==> config.mk <==
export PLATFORM = sky130hd
export DESIGN_NAME = tt_um_ternary_mac
export DESIGN_NICKNAME = d
export VERILOG_FILES = /design/src/rtl/tt_pkg.sv /design/src/rtl/ternary_pe.sv /design/src/rtl/tt_um_ternary_mac.sv
export SDC_FILE = /design/constraint.sdc
export NUM_CORES = 1
export LEC_CHECK = 0
export ABC_CLOCK_PERIOD_IN_PS = 5200
export CORE_ASPECT_RATIO = 1.1
export CORE_MARGIN = 4
export CORE_UTILIZATION = 30
export CTS_CLUSTER_DIAMETER = 40
export DETAILED_ROUTE_END_ITERATION = 12
export SYNTH_ARGS = -nofsm -noshare
export SYNTH_HDL_FRONTEND = slang
export SYNTH_HIERARCHICAL = 1
export SYNTH_SLANG_ARGS = --single-unit
==> constraint.sdc <==
create_clock -name clk -period 5.2 [get_ports clk]
set_input_delay 1.56 -clock clk [delete_from_list [all_inputs] [get_ports clk]]
set_output_delay 1.56 -clock clk [all_outputs]
set_load 0.02 [all_outputs]
==> src/rtl/tt_pkg.sv <==
// Shared definitions for the ternary matrix-vector MAC tile.
// Holds the controller state encoding, the ternary weight codes and the
// weight decode used by both the MAC datapath and the weight-load stage.
package tt_pkg;

  typedef enum logic [1:0] {
    IDLE  = 2'd0,
    ACCUM = 2'd1,
    DRAIN = 2'd2
  } state_t;

  typedef enum logic [1:0] {
    OP_HOLD = 2'd0,
    OP_ADD  = 2'd1,
    OP_SUB  = 2'd2
  } w_op_t;

  localparam logic [1:0] W_POS = 2'b01;
  localparam logic [1:0] W_NEG = 2'b11;

  // 2'b00 and 2'b10 both mean zero weight.
  function automatic w_op_t decode_weight(input logic [1:0] code);
    w_op_t op;
    case (code)
      W_POS:   op = OP_ADD;
      W_NEG:   op = OP_SUB;
      default: op = OP_HOLD;
    endcase
    return op;
  endfunction

endpackage

==> src/rtl/ternary_pe.sv <==
// One accumulator column of the ternary MAC.
// Ports:
//   clk, rst  - clock, synchronous active-high reset
//   clr       - synchronous clear of the accumulator
//   en        - accumulate this cycle
//   w_code    - 2-bit ternary weight code
//   data      - sign-extended activation
//   acc       - registered accumulator value
module ternary_pe
  import tt_pkg::*;
#(
  parameter int ACC_BITS = 13
) (
  input  logic                       clk,
  input  logic                       rst,
  input  logic                       clr,
  input  logic                       en,
  input  logic [1:0]                 w_code,
  input  logic signed [ACC_BITS-1:0] data,
  output logic signed [ACC_BITS-1:0] acc
);

  always_ff @(posedge clk) begin
    if (rst || clr) begin
      acc <= '0;
    end else if (en) begin
      case (decode_weight(w_code))
        OP_ADD:  acc <= acc + data;
        OP_SUB:  acc <= acc - data;
        default: acc <= acc;
      endcase
    end
  end

endmodule

==> src/rtl/tt_um_ternary_mac.sv <==
// Ternary-weight matrix-vector multiply-accumulate tile.
// Streams in_len activations (one per accepted beat), accumulates each into
// out_len parallel columns using weights of +1/0/-1, then streams out the
// out_len results.
// Ports:
//   clk, rst, ena           - clock, sync active-high reset, tile enable
//   start, cfg_*_len_m1     - run request and minus-one lengths
//   weights                 - packed weight matrix, row-major over columns
//   in_data/valid/ready     - activation stream
//   out_data/valid/ready    - result stream
//   busy, done              - status; done pulses on the final result
module tt_um_ternary_mac
  import tt_pkg::*;
#(
  parameter int MAX_IN_LEN  = 16,
  parameter int MAX_OUT_LEN = 8,
  parameter int WIDTH       = 2,
  parameter int IN_BITS     = 8,
  parameter int ACC_BITS    = IN_BITS + $clog2(MAX_IN_LEN) + 1
) (
  input  logic                                  clk,
  input  logic                                  rst,
  input  logic                                  ena,
  input  logic                                  start,
  input  logic [$clog2(MAX_IN_LEN)-1:0]         cfg_in_len_m1,
  input  logic [$clog2(MAX_OUT_LEN)-1:0]        cfg_out_len_m1,
  input  logic [WIDTH*MAX_IN_LEN*MAX_OUT_LEN-1:0] weights,
  input  logic signed [IN_BITS-1:0]             in_data,
  input  logic                                  in_valid,
  output logic                                  in_ready,
  output logic signed [ACC_BITS-1:0]            out_data,
  output logic                                  out_valid,
  input  logic                                  out_ready,
  output logic                                  busy,
  output logic                                  done
);

  localparam int IL_W = $clog2(MAX_IN_LEN);
  localparam int OL_W = $clog2(MAX_OUT_LEN);

  state_t state, state_next;
  logic [IL_W-1:0] row, in_len_q;
  logic [OL_W-1:0] col, out_len_q;
  logic start_fire, in_fire, out_fire;
  logic signed [ACC_BITS-1:0] data_ext;
  logic signed [ACC_BITS-1:0] acc [MAX_OUT_LEN];
  logic [WIDTH-1:0] wmat [MAX_IN_LEN][MAX_OUT_LEN];

  assign start_fire = (state == IDLE)  && start && ena;
  assign in_fire    = (state == ACCUM) && in_valid && ena;
  assign out_fire   = (state == DRAIN) && out_ready && ena;
  assign data_ext   = {{(ACC_BITS-IN_BITS){in_data[IN_BITS-1]}}, in_data};

  always_comb begin
    state_next = state;
    in_ready   = 1'b0;
    out_valid  = 1'b0;
    busy       = (state != IDLE);
    done       = 1'b0;
    case (state)
      IDLE: begin
        if (start_fire) state_next = ACCUM;
      end
      ACCUM: begin
        in_ready = 1'b1;
        if (in_fire && (row == in_len_q)) state_next = DRAIN;
      end
      DRAIN: begin
        out_valid = 1'b1;
        if (out_fire && (col == out_len_q)) begin
          state_next = IDLE;
          // A reset in the final drain cycle aborts the run, so no done.
          done       = !rst;
        end
      end
      default: state_next = IDLE;
    endcase
  end

  always_ff @(posedge clk) begin
    if (rst) state <= IDLE;
    else     state <= state_next;
  end

  always_ff @(posedge clk) begin
    if (rst) begin
      row       <= '0;
      col       <= '0;
      in_len_q  <= '0;
      out_len_q <= '0;
    end else begin
      if (start_fire) begin
        in_len_q  <= cfg_in_len_m1;
        out_len_q <= cfg_out_len_m1;
        row       <= '0;
        col       <= '0;
      end
      if (in_fire)  row <= (row == in_len_q)  ? '0 : row + 1'b1;
      if (out_fire) col <= (col == out_len_q) ? '0 : col + 1'b1;
    end
  end

  assign out_data = (state == DRAIN) ? acc[col] : '0;

  for (genvar i = 0; i < MAX_IN_LEN; i++) begin : g_row
    for (genvar j = 0; j < MAX_OUT_LEN; j++) begin : g_col
      assign wmat[i][j] = weights[(i*MAX_OUT_LEN + j)*WIDTH +: WIDTH];
    end
  end

  for (genvar j = 0; j < MAX_OUT_LEN; j++) begin : g_pe
    logic [WIDTH-1:0] code;
    logic             col_en;
    assign code   = wmat[row][j];
    // Columns beyond the configured length never accumulate, so stay zero.
    assign col_en = in_fire && (OL_W'(j) <= out_len_q);

    ternary_pe #(.ACC_BITS(ACC_BITS)) u_pe (
      .clk    (clk),
      .rst    (rst),
      .clr    (start_fire),
      .en     (col_en),
      .w_code (code[1:0]),
      .data   (data_ext),
      .acc    (acc[j])
    );
  end

endmodule

==> results.ini, run 1 <==
[synthesis]
synth_area_leaders = dfxtp_1 (17%), ha_1 (9.5%), mux4_2 (9.4%)
netlist_area_um2 = 13900
synth_fp_nets = 2024
synthAdderAreaFrac = 0.107
synth-simple-area-share = 0.180
synth_edf_count = 0
synth_top_family_by_area = compound AO/OA/AOI/OAI gates
syn_inst = 1633
synth_top_area_cell = dfxtp_1
post_synth_num_cell_types = 59
synthXorXnorAreaFrac = 0.0899
async_reset_ff_frac = 0
synthMuxAreaShare = 0.162
synth.top_cell.area_share = 0.172
synth-seq-area-share = 0.172
ys_ff_latch = 120
synth_warnings = 6
synth_ff_type = dfxtp_1
synth_compound_area_frac = 0.251
syn_avg_cell_area_um2 = 8.53

[critical_path]
worst-endpoint-arrival_ps = 5410
critical_path_class = input pin to register
startpoint = weights[232]
cp_max_fo = 7
path_cells = clkdlybuf4s50_1, mux2i_1, a221oi_2, buf_4, a22oi_1, nand2_1, nand2_1, buf_4, buf_4, mux2i_1, fa_1, a211oi_2, nor2_1, a41oi_1, a21oi_1, or4_1, a21oi_1
cp_common_cell = buf_4
max_stage_delay_ps = 470
critical-path-slowest-cell = or4_1
end_kind = register
worst_r2r_startpoint = row[0]
r2r_setup_slack_ps = 760
critPathLaunchType = input pin
cp.required_ps = 5570

[cts]
numCtsBuffers = 17
cts_tree = built
ctsHoldBuffers = 0
clk_pin_slew_ps = 60
cts_sinks = 120
cts-root-buf = clkbuf_16
cts_buffer_depth = 2
insertion_delay_ps = 450
htree_levels = 4

[cells_and_area]
area_delta_synth_final_pct = 41.6
drive_gt1_frac = 0.189
fin_nets = 2498
fillers = 4550
final_common_cell = clkdlybuf4s50_1
final_cell_mix = clkdlybuf4s50_1 (292), buf_4 (211), nand2_1 (181)

[timing]
hold_slack_ps = 474
setup_viol = 0
worst_slew_margin_rel = 0.493
period_share = 0.968
slew_viol_final = 0
max_freq_ghz = 0.199
hold_viol = 0
postLayoutSetupSlackWorst_ps = 165
fin_crit_ps = 5030
tightest_slew_ps = 761
clock_skew_ps = 14.5

[drt]
drt_first_pass_iters = 5
drtIter0Drc = 810
avgViaCountPerCell = 5.41
post_drt_wl_per_cell_um = 20.3
drtAntennaViolNets = 0
drt-total-wl_mm = 55.2
vias = 14700
route.detailed.drc = 0

[status]
status = complete, no violations

[power]
irDropWorstVdd_uv = 243
cellPowerDensity_nw_per_um2 = 164
leakage_nw = 7.86
finalPower_mw = 3.23

[grt]
track_usage = 0.216
grt-ovfl-total = 0
antenna_found_initial = 6
grt_pass1_wl_mm = 83.3
grt_max_degree = 51
grt_pass1_vias = 14700

[run]
maxCapViolations = 0

[floorplanning]
die_h_um = 234
std_cell_rows = 82
core_um2 = 45800
die-area_um2 = 50000
start_util = 0.304
die_w_um = 213
io-pin-count = 294

[placement]
pre_cts_ws_ps = -520
io_buffer_count = 293
gp_congestion = 0.979
hpwl_mm = 46.3

[hold_path]
hp-start = in_len_q[2]
worstHoldPathType = register to register

[stage by stage]
stage               cell area, um2  setup TNS [ps]   util  instances
floorplan                    13900               0      -       1633
global placement             19000           -2970  0.416       2676
detailed placement           19000           -3400  0.416       2676
CTS                          19700               0  0.430       2708
global route                 19700           -9.43  0.431       2714
finish                       19700               0  0.431       2714
[registers in the layout, summed over array words and instances, names as in the netlist]
register	cells
g_pe.u_pe/acc	104
state	2
in_len_q	4
row	4
col	3
out_len_q	3
[layout make-up]
type,count,area (um2),share of cell area
clock buffer,20,437,0.0221
inverter,45,169,0.00857
clock inverter,12,176,0.00895
tap,588,736,0.0373
multi-input combinational,1410,11100,0.561
sequential,120,2410,0.122
antenna,6,15.0,0.000761
timing repair buffer,513,4710,0.239
[synth_stat cells, types with 9 or more instances]
library cell and number:
nor3_1 17, a21boi_0 16, o41ai_1 16, mux2i_1 95, nor2b_1 28, nand2_1 181
ha_1 106, o31ai_1 16, xnor2_1 71, inv_1 43, o21bai_1 16, a221oi_2 16
buf_6 11, and3_1 27, a31oi_1 26, mux4_2 58, nand4_1 9, nor2_1 137
buf_4 11, a21o_1 32, or2_2 9, clkbuf_1 25, a21oi_1 106, xor2_1 72
o21ai_0 113, dfxtp_1 120, or4_4 16, nand2b_1 9, nand3_1 25, and2_1 17
a211oi_1 33, a221oi_1 16, buf_2 9, a22oi_1 17
[timing repair]
| item | CTS | global route |
|---|---|---|
| gates resized for setup | 1 | 16 |
| setup endpoints to repair | 1 | 7 |
| buffers inserted | 0 | 0 |
| pin swaps | 0 | 3 |
| cloned | 0 | 0 |
[final timing paths]
kind,to,depth (start not counted)
max,g_pe[4].u_pe/acc[12],17
min,in_len_q[2],2
max reg2reg,g_pe[0].u_pe/acc[12],18
min reg2reg,in_len_q[2],2
[power by group]
part	internal [mW]	switching [mW]	leakage, nW	total, mW
clock network	0.800	0.461	0.283	1.26
registers	0.925	0.00840	0.969	0.933
logic	0.555	0.481	6.60	1.04
total	2.28	0.950	7.86	3.23
[cells by family after synthesis]
logic type / Yosys count
and+or+nand+nor: 514
AOI/OAI and AO/OA: 486
muxes: 153
xor gates and xnor gates: 143
DFF: 120
adders and majority gates: 114
buffers and inverters: 103
[critical path, delay by kind of cell]
kind,cells,cell delay [ps]
adders and majority gates,1,450
muxes,2,260
and+or+nand+nor,4,940
buffers and inverters,4,980
AOI/OAI and AO/OA,6,1220
[routing by layer]
layer / track usage / routed length (um) / part of all wire / up-vias
li1: - / - / - / 7165
met2: 0.380 / 27200 / 0.49 / 510
met3: 0.0339 / 2920 / 0.053 / 77
met4: 0.100 / 2330 / 0.042 / 0
met5: 0 / 0 / 0 / -
met1: 0.256 / 22700 / 0.41 / 6921
No activity file was read; power rests on OpenSTA's default activity.
==> inputs of run 2 (changes only) <==
--- a/config.mk
+++ b/config.mk
@@ -6,7 +6,6 @@
 export NUM_CORES = 1
 export LEC_CHECK = 0
 export ABC_CLOCK_PERIOD_IN_PS = 5200
-export CORE_ASPECT_RATIO = 1.1
 export CORE_MARGIN = 4
 export CORE_UTILIZATION = 30
 export CTS_CLUSTER_DIAMETER = 40
==> constraint.sdc (replaced) <==
create_clock -name clk -period 5.2 [get_ports clk]
set_input_delay 1.56 -clock clk [delete_from_list [all_inputs] [get_ports clk]]
set_output_delay 1.56 -clock clk [all_outputs]
set_load 0.1 [all_outputs]
==> results.ini, run 2 (synthesis results as in run 1) <==
[cts]
cts_sinks = 120
insertion_delay_ps = 440
postCtsSetupBuffers = 0
cts-root-buf = clkbuf_16
clk_pin_slew_ps = 60
ctsHoldBuffers = 0
cts_buffer_depth = 2
htree_levels = 4
numCtsBuffers = 17
cts_tree = built

[critical_path]
cp.required_ps = 5570
worst-endpoint-arrival_ps = 5410
r2r-end = g_pe[1].u_pe/acc[12]
cp_max_fo = 4
max_stage_delay_ps = 550
rr_worst_depth = 15
startpoint = weights[57]
critPathLaunchType = input pin
critical_path_class = input pin to register
worst_r2r_startpoint = row[0]
crit_buf_inv = 2
worst_path_dominant_cell_family = simple AND/OR/NAND/NOR gates
end_kind = register
path_cells = clkdlybuf4s50_1, mux4_2, a22oi_1, nand2_2, nand2_1, o31ai_1, a21boi_1, buf_4, xor2_1, ha_1, and3_1, and3_1, a41oi_1, a21oi_1, or4_1, a21oi_1
r2r_setup_slack_ps = 710
critical-path-slowest-cell = mux4_2

[hold_path]
hp-start = g_pe[5].u_pe/acc[6]
whs_endpoint = g_pe[5].u_pe/acc[6]
whs_path_depth = 2
worstHoldPathType = register to register

[drt]
drt-total-wl_mm = 57.0
avgViaCountPerCell = 5.37
post_drt_wl_per_cell_um = 20.9
drtIter0Drc = 1000
drtAntennaViolNets = 0
vias = 14700
route.detailed.drc = 0
drt_first_pass_iters = 7

[floorplanning]
die-area_um2 = 49900
std_cell_rows = 78
die_h_um = 223
start_util = 0.305
core_um2 = 45700
die_w_um = 223
io-pin-count = 294

[power]
irDropWorstVdd_uv = 201
cellPowerDensity_nw_per_um2 = 165
leakage_nw = 7.90

[cells_and_area]
ff_latch_area_um2 = 2410
final_common_cell = clkdlybuf4s50_1
fin_nets = 2502
drive_gt1_frac = 0.201
largestRegisters = g_pe.u_pe/acc x104, in_len_q x4, row x4
largest_reg_flops = 104
largest_register = g_pe.u_pe/acc
fillers = 4544
stdcell_count = 2734
multiInputGateArea_um2 = 11100
fin_util = 0.433
final_cell_mix = clkdlybuf4s50_1 (278), buf_4 (228), nand2_1 (179)
area_delta_synth_final_pct = 42.0

[timing]
setup_viol = 0
worst_slew_margin_rel = 0.309
tightest_slew_ps = 1040
period_share = 0.969
hold_viol = 0
postLayoutSetupSlackWorst_ps = 159
rsz0062_at_grt = true
fin_crit_ps = 5040
clock_skew_ps = 14.4
hold_slack_ps = 471
slew_viol_final = 0
tns_ps = 0
max_freq_ghz = 0.198

[grt]
grt_max_degree = 40
grt_pass1_wl_mm = 86.5
antenna_found_initial = 11
grt-ovfl-total = 0
grt_pass1_vias = 14900
track_usage = 0.222

[run]
maxCapViolations = 0

[placement]
io_buffer_count = 293
gp_congestion = 0.938
hpwl_mm = 47.7
pre_cts_ws_ps = -377
dp_cells = 2692

[status]
status = complete, no violations

run 2: cell count changes in the layout (fill, tap and decap cells not counted), sizes merged:
cell / before / now
buf: 221 / 239
clkdlybuf4s50: 292 / 278
diode: 6 / 10
clkbuf: 20 / 22
bufinv: 4 / 3
clkinvlp: 5 / 4
run 2: how the worst max path moves through the flow:
| stage | slack [ps] | endpoint | cells after the start |
|---|---|---|---|
| finish | 160 | g_pe[4].u_pe/acc[12] | 16 |
| global route | -10 | g_pe[4].u_pe/acc[12] | 18 |
| CTS | 80 | g_pe[4].u_pe/acc[12] | 17 |
| detailed placement | -380 | g_pe[4].u_pe/acc[12] | 17 |
| global placement | -300 | g_pe[4].u_pe/acc[12] | 17 |
| floorplan | 160 | done | 2 |
run 2: where the power goes:
| group | internal (mW) | switching (mW) |
|---|---|---|
| Sequential | 0.924 | 0.00805 |
| Combinational | 0.565 | 0.504 |
| Clock | 0.792 | 0.471 |
| Total | 2.28 | 0.982 |
run 2: tightest hold or removal path: stages, from the launching register on:
cell and delay (ps):
dfxtp_1 320, nand2_1 60, a21oi_1 50
run 2: what timing repair did:
action,in CTS,in global routing
hold endpoints to repair,0,0
resized for setup,0,23
setup endpoints to repair,0,10
run 2: layout make-up:
| class | count | area share |
|---|---|---|
| inverter | 45 | 0.00854 |
| timing repair buffer | 517 | 0.238 |
| clock inverter | 10 | 0.00721 |
| sequential | 120 | 0.122 |
| clock buffer | 22 | 0.0240 |
| tap | 600 | 0.0379 |
| multi-input combinational | 1410 | 0.561 |
| antenna | 10 | 0.00126 |
run 2: layer usage:
| layer | up-vias | wire length (um) | track usage |
|---|---|---|---|
| li1 | 7142 | - | - |
| met1 | 6914 | 23900 | 0.271 |
| met2 | 524 | 27200 | 0.381 |
| met3 | 106 | 3060 | 0.0368 |
| met4 | 4 | 2790 | 0.104 |
| met5 | - | 27 | 0 |
run 2: stage by stage:
step           area [um2]  total power, mW
3_5_place_dp        19100             2.00
2_1_floorplan       13900             1.44
6_report            19800             3.26
4_1_cts             19700             3.26
5_1_grt             19800             3.40
3_3_place_gp        19100             1.99
==> inputs of run 3 (changes only) <==
--- a/config.mk
+++ b/config.mk
@@ -5,7 +5,7 @@
 export SDC_FILE = /design/constraint.sdc
 export NUM_CORES = 1
 export LEC_CHECK = 0
-export ABC_CLOCK_PERIOD_IN_PS = 5200
+export ABC_CLOCK_PERIOD_IN_PS = 5250
 export CORE_MARGIN = 4
 export CORE_UTILIZATION = 30
 export CTS_CLUSTER_DIAMETER = 40
==> constraint.sdc (replaced) <==
create_clock -name clk -period 5.25 [get_ports clk]
set_input_delay 1.575 -clock clk [delete_from_list [all_inputs] [get_ports clk]]
set_output_delay 1.575 -clock clk [all_outputs]
set_load 0.1 [all_outputs]
==> results.ini, run 3 (synthesis results as in run 1) <==
[status]
status = complete, no violations

[cells_and_area]
area_delta_synth_final_pct = 41.0
fin_nets = 2480
final_cell_mix = clkdlybuf4s50_1 (278), buf_4 (203), nand2_1 (178)
drive_gt1_frac = 0.192
largest_reg_flops = 104
largest_register = g_pe.u_pe/acc
largestRegisters = g_pe.u_pe/acc x104, in_len_q x4, row x4
final_common_cell = clkdlybuf4s50_1

[placement]
gp_congestion = 0.935
hpwl_mm = 47.2
pre_cts_ws_ps = -314
io_buffer_count = 293

[critical_path]
cp.required_ps = 5620
critPathLaunchType = input pin
cp_max_fo = 3
worst-endpoint-arrival_ps = 5490
end_kind = register
critical_path_class = input pin to register

[drt]
drt_first_pass_iters = 7
post_drt_wl_per_cell_um = 21.0
vias = 14600
wl_met3_mm = 3.39
avgViaCountPerCell = 5.40
drtAntennaViolNets = 0
drt-total-wl_mm = 56.9
highest_layer = met5
route.detailed.drc = 0
drtIter0Drc = 1096
wl_met2_mm = 27.0
met1_length_mm = 23.6

[floorplanning]
start_util = 0.305
std_cell_rows = 78
io-pin-count = 294
die_w_um = 223
die_h_um = 223
core_um2 = 45700
die-area_um2 = 49900

[cts]
cts-root-buf = clkbuf_16
cts_tree = built
cts_sinks = 120
insertion_delay_ps = 450
clk_pin_slew_ps = 60
post_cts_resized = 0
numCtsBuffers = 17
postCtsSetupBuffers = 0
ctsHoldBuffers = 0
htree_levels = 4
cts_buffer_depth = 2

[timing]
postLayoutSetupSlackWorst_ps = 126
slew_viol_final = 0
tightest_slew_ps = 1030
period_share = 0.976
worst_slew_margin_rel = 0.316
setup_viol = 0
max_freq_ghz = 0.195
hold_viol = 0
fin_crit_ps = 5120
clock_skew_ps = 14.1

[power]
leakage_nw = 7.81
finalPower_mw = 3.21
cellPowerDensity_nw_per_um2 = 163
irDropWorstVdd_uv = 197

[run]
maxCapViolations = 0

[grt]
grt_pass1_vias = 14800
grt-ovfl-total = 0
track_usage = 0.222
antenna_found_initial = 11
grt_max_degree = 49
grt_pass1_wl_mm = 85.9

[hold_path]
worstHoldPathType = register to register

run 3: cell count changes in the layout (fill, tap and decap cells not counted), sizes merged:
cell,delta
inv,+5
clkinv,+1
bufinv,-1
clkinvlp,-1
buf,-22
diode,-1
clkbuf,-4
run 3: path summary, 6_finish.rpt:
path                       start                   end  slack [ps]  depth (start not counted)
max                  weights[89]  g_pe[4].u_pe/acc[12]         130                         17
min          g_pe[5].u_pe/acc[6]   g_pe[5].u_pe/acc[6]         470                          2
max reg2reg               row[0]  g_pe[4].u_pe/acc[12]         710                         17
min reg2reg  g_pe[5].u_pe/acc[6]   g_pe[5].u_pe/acc[6]         470                          2
run 3: report_power, final:
part	internal (mW)	switching, mW	leakage [nW]
logic	0.546	0.495	6.55
registers	0.915	0.00774	0.969
clock network	0.739	0.505	0.293
run 3: stage by stage:
step                setup TNS, ps  utilization  hold WS, ps  area, um2  std cells
floorplan                       0            -          446      13900       1633
global placement            -2570        0.415          455      18900       2670
detailed placement          -3260        0.415          466      18900       2670
CTS                             0        0.428          475      19500       2702
global route                -79.0        0.430          496      19600       2711
finish                          0        0.430          474      19600       2711
run 3: worst max-delay path: stages:
cell and delay [ps]:
clkdlybuf4s50_1 410, mux2i_1 500, a221oi_2 130, o21ai_0 280
nand2_2 150, nand2_1 160, o31ai_1 120, a21boi_2 180
buf_4 130, xor2_1 140, ha_1 290, and3_1 210
and3_1 200, a41oi_1 240, a21oi_1 120, or4_1 490
a21oi_1 170
run 3: layout make-up:
| type | instances | area, um2 |
|---|---|---|
| Timing Repair Buffer | 495 | 4590 |
| Tap cell | 600 | 751 |
| Antenna cell | 9 | 22.5 |
| Sequential cell | 120 | 2410 |
| Fill cell | 4528 | 26000 |
| Clock buffer | 18 | 450 |
| Multi-Input combinational cell | 1410 | 11100 |
| Clock inverter | 14 | 163 |
| Inverter | 45 | 169 |
run 3: routing by layer:
metal | vias up | GRT usage
li1 | 7115 | -
met1 | 6874 | 0.271
met2 | 536 | 0.372
met3 | 105 | 0.0432
met4 | 4 | 0.114
met5 | - | 0
